==> src/rtl/frequency_encoder.sv <==
// Pulse-position encoder: a byte D becomes a sync pulse followed by a data pulse
// D+2 enabled cycles later, then a guard interval before the next frame.
module frequency_encoder #(
   parameter int unsigned GUARD_CYCLES = 2
) (
   input  logic       clk,
   input  logic       rst_n,
   input  logic       enable,
   input  logic [7:0] data_input,
   input  logic       data_valid,
   output logic       data_ready,
   output logic       pulse_output,
   output logic       busy,
   output logic       frame_done
);

   typedef enum logic [2:0] {
      StIdle,
      StSync,
      StGap,
      StData,
      StGuard
   } state_e;

   localparam logic [3:0] GuardLoad = 4'(GUARD_CYCLES - 1);

   state_e     state_q, state_d;
   logic [7:0] gap_q, gap_d;
   logic [3:0] guard_q, guard_d;
   logic       pulse_q, pulse_d;
   logic       busy_q, busy_d;
   logic       done_q, done_d;

   always_comb begin
      state_d = state_q;
      gap_d   = gap_q;
      guard_d = guard_q;
      done_d  = 1'b0;

      unique case (state_q)
         StIdle: begin
            if (data_valid && enable) begin
               state_d = StSync;
               gap_d   = data_input;
            end
         end
         StSync: begin
            state_d = StGap;
         end
         StGap: begin
            // Counter only moves on timebase ticks; exit needs a tick at zero.
            if (enable) begin
               if (gap_q == 8'd0) begin
                  state_d = StData;
               end else begin
                  gap_d = gap_q - 8'd1;
               end
            end
         end
         StData: begin
            state_d = StGuard;
            guard_d = GuardLoad;
         end
         StGuard: begin
            if (enable) begin
               if (guard_q == 4'd0) begin
                  state_d = StIdle;
                  done_d  = 1'b1;
               end else begin
                  guard_d = guard_q - 4'd1;
               end
            end
         end
         default: begin
            state_d = StIdle;
         end
      endcase

      // Outputs are precomputed from the next state so they leave flops.
      pulse_d = (state_d == StSync) || (state_d == StData);
      busy_d  = (state_d != StIdle);
   end

   always_ff @(posedge clk or negedge rst_n) begin
      if (!rst_n) begin
         state_q <= StIdle;
         gap_q   <= 8'd0;
         guard_q <= 4'd0;
         pulse_q <= 1'b0;
         busy_q  <= 1'b0;
         done_q  <= 1'b0;
      end else begin
         state_q <= state_d;
         gap_q   <= gap_d;
         guard_q <= guard_d;
         pulse_q <= pulse_d;
         busy_q  <= busy_d;
         done_q  <= done_d;
      end
   end

   assign data_ready   = (state_q == StIdle);
   assign pulse_output = pulse_q;
   assign busy         = busy_q;
   assign frame_done   = done_q;

endmodule
==> config.mk <==
export PLATFORM = sky130hd
export DESIGN_NAME = frequency_encoder
export DESIGN_NICKNAME = d
export VERILOG_FILES = /design/src/rtl/frequency_encoder.sv
export SDC_FILE = /design/constraint.sdc
export NUM_CORES = 1
export LEC_CHECK = 0
export ABC_AREA = 1
export CORE_AREA = 2 2 54 56
export CTS_BUF_LIST = sky130_fd_sc_hd__clkbuf_4 sky130_fd_sc_hd__clkbuf_8
export DETAILED_ROUTE_END_ITERATION = 12
export DIE_AREA = 0 0 56 58
export HOLD_SLACK_MARGIN = 0.03
export PLACE_DENSITY = 0.75
export REMOVE_ABC_BUFFERS = 1
export SYNTH_ARGS = -nofsm -noshare
export SYNTH_HDL_FRONTEND = slang
export SYNTH_SLANG_ARGS = --single-unit
==> constraint.sdc <==
create_clock -name clk -period 1.8 [get_ports clk]
set_clock_uncertainty 0.2 [all_clocks]
set_input_delay 0.27 -clock clk [delete_from_list [all_inputs] [get_ports clk]]
set_output_delay 0.27 -clock clk [all_outputs]
set_load 0.005 [all_outputs]
### Word level (Yosys, flattened, before mapping)

Cells that the tools add are included.

* register bits after elaboration: 18
* input port bits: 12
* output and inout port bits: 4
* logic and storage cells: 45

* add/sub/neg operators: 2
* eq/ne operators: 11
* multiplexer cells: 16
* reductions and logical operators: 10

Operators by type and width (number)
* $mux 8: 3
* $pmux 8 s2: 1
* $mux 3: 5
* $pmux 3 s5: 1
* $eq 3x2->1 const B: 3
* $logic_not 8->1: 1
* $mux 4: 2
* $ne 2x2->1 const B: 4
* $pmux 4 s2: 1
* $sub 8x1->8 const B: 1
* $eq 3x1->1 const B: 2
* $logic_not 4->1: 1
* $reduce_and 4->1: 1
* $reduce_bool 2->1: 2
* $sub 4x1->4 const B: 1
* $eq 3x3->1 const B: 1
* $logic_not 3->1: 1
* $mux 1: 3
* $reduce_and 3->1: 1
* $reduce_bool 3->1: 1
* $ne 2x1->1 const B: 1
* $logic_and 1x1->1: 1
* $logic_or 1x1->1: 1

### Logic depth before layout (Yosys ltp)

* word-level depth: 6
* mapped depth: 10
* mapped depth without buffers: 10

### Worst setup path after synthesis

OpenSTA, ideal clock, no wires.

* path type: flip-flop to flip-flop
* start: register gap_q[0]
* end: register gap_q[4]
* setup time: 0.123 ns
* arrival time: 1.284 ns
* data required time: 1.477 ns
* setup slack: 0.193 ns
* stages on the path, launching flop included: 11
* path buffers: 1
* period minus slack after synthesis: 1.607 ns
* cells stage by stage: dfrtp_1 -> inv_1 -> ha_1 -> nand2_1 -> nor2_2 -> nand3_2 -> nand2_4 -> inv_4 -> buf_12 -> nand2_1 -> nand2_1

* longest elaborated chain between the ends: 4
* elaborated cells on any way between the ends: 7
* those cells by class: add/sub: 1; eq/ne: 1; mux: 3; reduce/logical: 2

RTL lines
* start: declaration: line 28 `logic [7:0] gap_q, gap_d;`
* start signal: assignment: line 94 `gap_q <= gap_d;`
* $sub 8x1->8: line 56 `gap_d = gap_q - 8'd1;`
* $mux 8: line 53 `if (gap_q == 8'd0) begin`
* $mux 8: line 52 `if (enable) begin`
* $pmux 8 s2: line 40 `unique case (state_q)`

Parallel ways exist; a longest one is shown, timed or not. The select of a mux whose other input is x is not followed.
A chain may end at the register's enable or synchronous reset.

### Final worst setup path

Same ends and word-level chain as after synthesis.

==> impl_results.md <==
- Status: finished, final reports clean
- Via count: 1048
- Number of hold buffers added after CTS: 0
- Core Footprint: 0.00266 mm2
- Dpl hpwl: 1.61 mm
- P_leak: 0.774 nW
- DR pass1 iterations: 4
- H-tree Lvls: 1
- Final Cycle Share: 0.945
- Largest fanout on the critical path: 7
- Sequential fraction of the synthesis area: 0.394
- CP startpoint kind: register
- Yosys reg bits: 18
- Synth top area share: 0.394
- Worst-path clk slew: 110 ps
- First-pass GRT wire length: 4.12 mm
- Vias per Instance: 4.79
- Commonest cells post-synth: nand2_1, inv_1, dfrtp_1
- Flop2flop setup slack: 100 ps
- Endpoints failing setup: 0
- Clk buf depth: 2
- PortBufs: 15
- Total clock sinks: 18
- FF-to-FF path depth: 9
- Min Tclk post-route: 1700 ps
- Arrival @ worst endpoint: 1700 ps
- Ant. Diodes: 0
- Synth top area cells: dfrtp_1, nand2_1, inv_1
- Max-cap viol count: 0
- Register share of total power: 0.292
- Pwr per Cell Area: 1550 mW/mm2
- Gr usage total: 0.160
- Total CTS buffers: 3
- Worst R2R End: gap_q[4]$_DFFE_PN0P_
- Max_slew headroom: 0.822
- Area grow syn2layout: 27.6%
- Placed instance area: 0.00133 mm2
- Die area: 0.00325 mm2
- Ys flop type: dfrtp_1
- Starting Density: 0.430
- Initial antenna violation count: 0
- Post-synth top area cell: dfrtp_1
- Switching share of power: 0.455
- Clock group share of total power: 0.118
- Worst-Skew Late Latency: 310 ps
- Hold_ws: 70.3 ps
- Combinational Power Share: 0.590
- Ys async rst share: 1.00
- RR Startpoint: gap_q[0]$_DFFE_PN0P_
- Synth Instances: 158
- Number of synthesized flops with an enable pin: 0
- Syn Area/Cell: 7.24 um2
- Most numerous cell in the Yosys netlist: nand2_1
- Pre-CTS WS: -11.4 ps
- CTS Root Cell: clkbuf_4
- Net Sw Power: 1.03 mW
- Fraction of layout cells with a size suffix above 1: 0.239
- Fin nets: 203
- Mapped cell area: 0.00114 mm2
- Maximum VDD drop: 0.00103 V
- Kind of critical path: reg -> reg
- Average wire per standard cell: 10.7 um
- # IOs: 16
- Worst setup path endpoint: gap_q[4]$_DFFE_PN0P_
- Distinct cells, synth: 24
- Finished Cell Area: 0.00146 mm2
- Iteration-0 DRC Markers: 14
- Post-route setup slack: 98.7 ps
- CTS tree: done
- Yosys warns: 0
- Vias in the first global route: 988
- DRT Wirelength: 2.34 mm
- Die X: 56 um
- DRC viols: 0
- Actual transition at the worst max-transition pin: 267 ps
- Largest net degree at the start of global routing: 19
- Global route total overflow: 0
- Rows: 19
- Die Ht: 58 um
- Hold Crit Class: in -> async
- Critical Path RT: 1800 ps
- DRT antenna net count: 0
- FILL cells: 259
- Fmax: 588 MHz
- Pins Over Slew Limit: 0
- Hold Fails Final Rpt: 0
- Placer Congestion: 0.810
- Setup crit start: gap_q[0]$_DFFE_PN0P_
- Worst setup EP type: register
- Internal power: 1.23 mW
metrics by stage:
stage	TNS, ps	cells	util	total power, mW
3_3_place_gp	0	205	0.500	1.79
6_report	0	219	0.548	2.26
5_1_grt	-19.0	219	0.548	2.50
4_1_cts	0	217	0.536	2.19
3_5_place_dp	-11.4	205	0.500	1.82
2_1_floorplan	0	156	-	1.50
layer usage:
metal,up-vias,track usage,part of all wire
met5,-,0,0
met4,0,0.0544,0.0060
met3,4,0.0536,0.047
met2,21,0.264,0.50
met1,478,0.200,0.45
li1,545,-,-
power by group through the flow:
stage	Clock [mW]	Sequential [mW]	Combinational (mW)
after floorplan	0	0.651	0.851
after global placement	0	0.670	1.12
after detailed placement	0	0.675	1.15
after CTS	0.269	0.654	1.27
after global routing	0.290	0.678	1.53
final	0.267	0.662	1.34
placed cells by master, fill, tap and decap left out:
master	instances
nand4_1	1
or2_0	1
o21ai_2	4
nand2_4	1
or2_1	3
nand2_2	5
clkbuf_8	1
nor2_4	2
nand3_1	8
inv_6	1
ha_1	2
a21oi_1	1
dlygate4sd2_1	1
inv_2	7
nor2_2	3
dfrtp_1	18
buf_4	12
clkdlybuf4s50_1	14
nor3_1	1
nand3_2	5
xor2_1	1
clkinv_8	1
o21ai_1	4
clkbuf_4	3
nand2_1	49
nor2_1	14
o21ai_0	7
inv_1	18
registers in the layout, summed over array words and instances (netlist names):
signal,cells
frame_done,1
pulse_output,1
busy,1
gap_q,8
state_q,3
guard_q,4
critical path, cell delays in order (launching register included):
cell and delay (ps):
dfrtp_1 420, inv_2 90, ha_1 200, nand2_2 100, nor2_4 120, nand3_2 100
nand2_4 150, clkinv_8 80, nand2_1 70, nand2_1 50
area by class of cell:
type / count / area (um2) / area share
inverters: 26 / 110 / 0.0755
flip-flops and latches: 18 / 450 / 0.309
multi-input cells: 112 / 576 / 0.395
well taps: 31 / 38.8 / 0.0266
clock buffers: 4 / 36.3 / 0.0249
repair inverters: 1 / 8.76 / 0.00600
repair buffers: 27 / 239 / 0.164
repair_timing:
action,4_1_cts,5_1_grt
buffers inserted,8,2
resized for setup,2,6
pin swaps,1,3
endpoints found under the setup margin,1,8
cloned,0,1
cells by family after synthesis:
group / count (synthesis) / share of synthesized area
AOI/OAI and AO/OA: 16 / 0.0831
xor gates and xnor gates: 1 / 0.00766
adders and majority gates: 2 / 0.0219
buffers and inverters: 28 / 0.109
DFF: 18 / 0.394
and+or+nand+nor: 93 / 0.384
worst min-delay path by stage:
| stage | end | slack (ps) | cells after the start |
|---|---|---|---|
| after floorplan | busy$_DFF_PN0_ | -230 | 0 |
| after global placement | guard_q[0]$_DFFE_PN0P_ | 270 | 2 |
| after detailed placement | guard_q[0]$_DFFE_PN0P_ | 280 | 2 |
| after CTS | gap_q[4]$_DFFE_PN0P_ | 80 | 2 |
| after global routing | guard_q[0]$_DFFE_PN0P_ | 90 | 2 |
| final | gap_q[2]$_DFFE_PN0P_ | 70 | 2 |
Power figures use the tool's default switching activity.
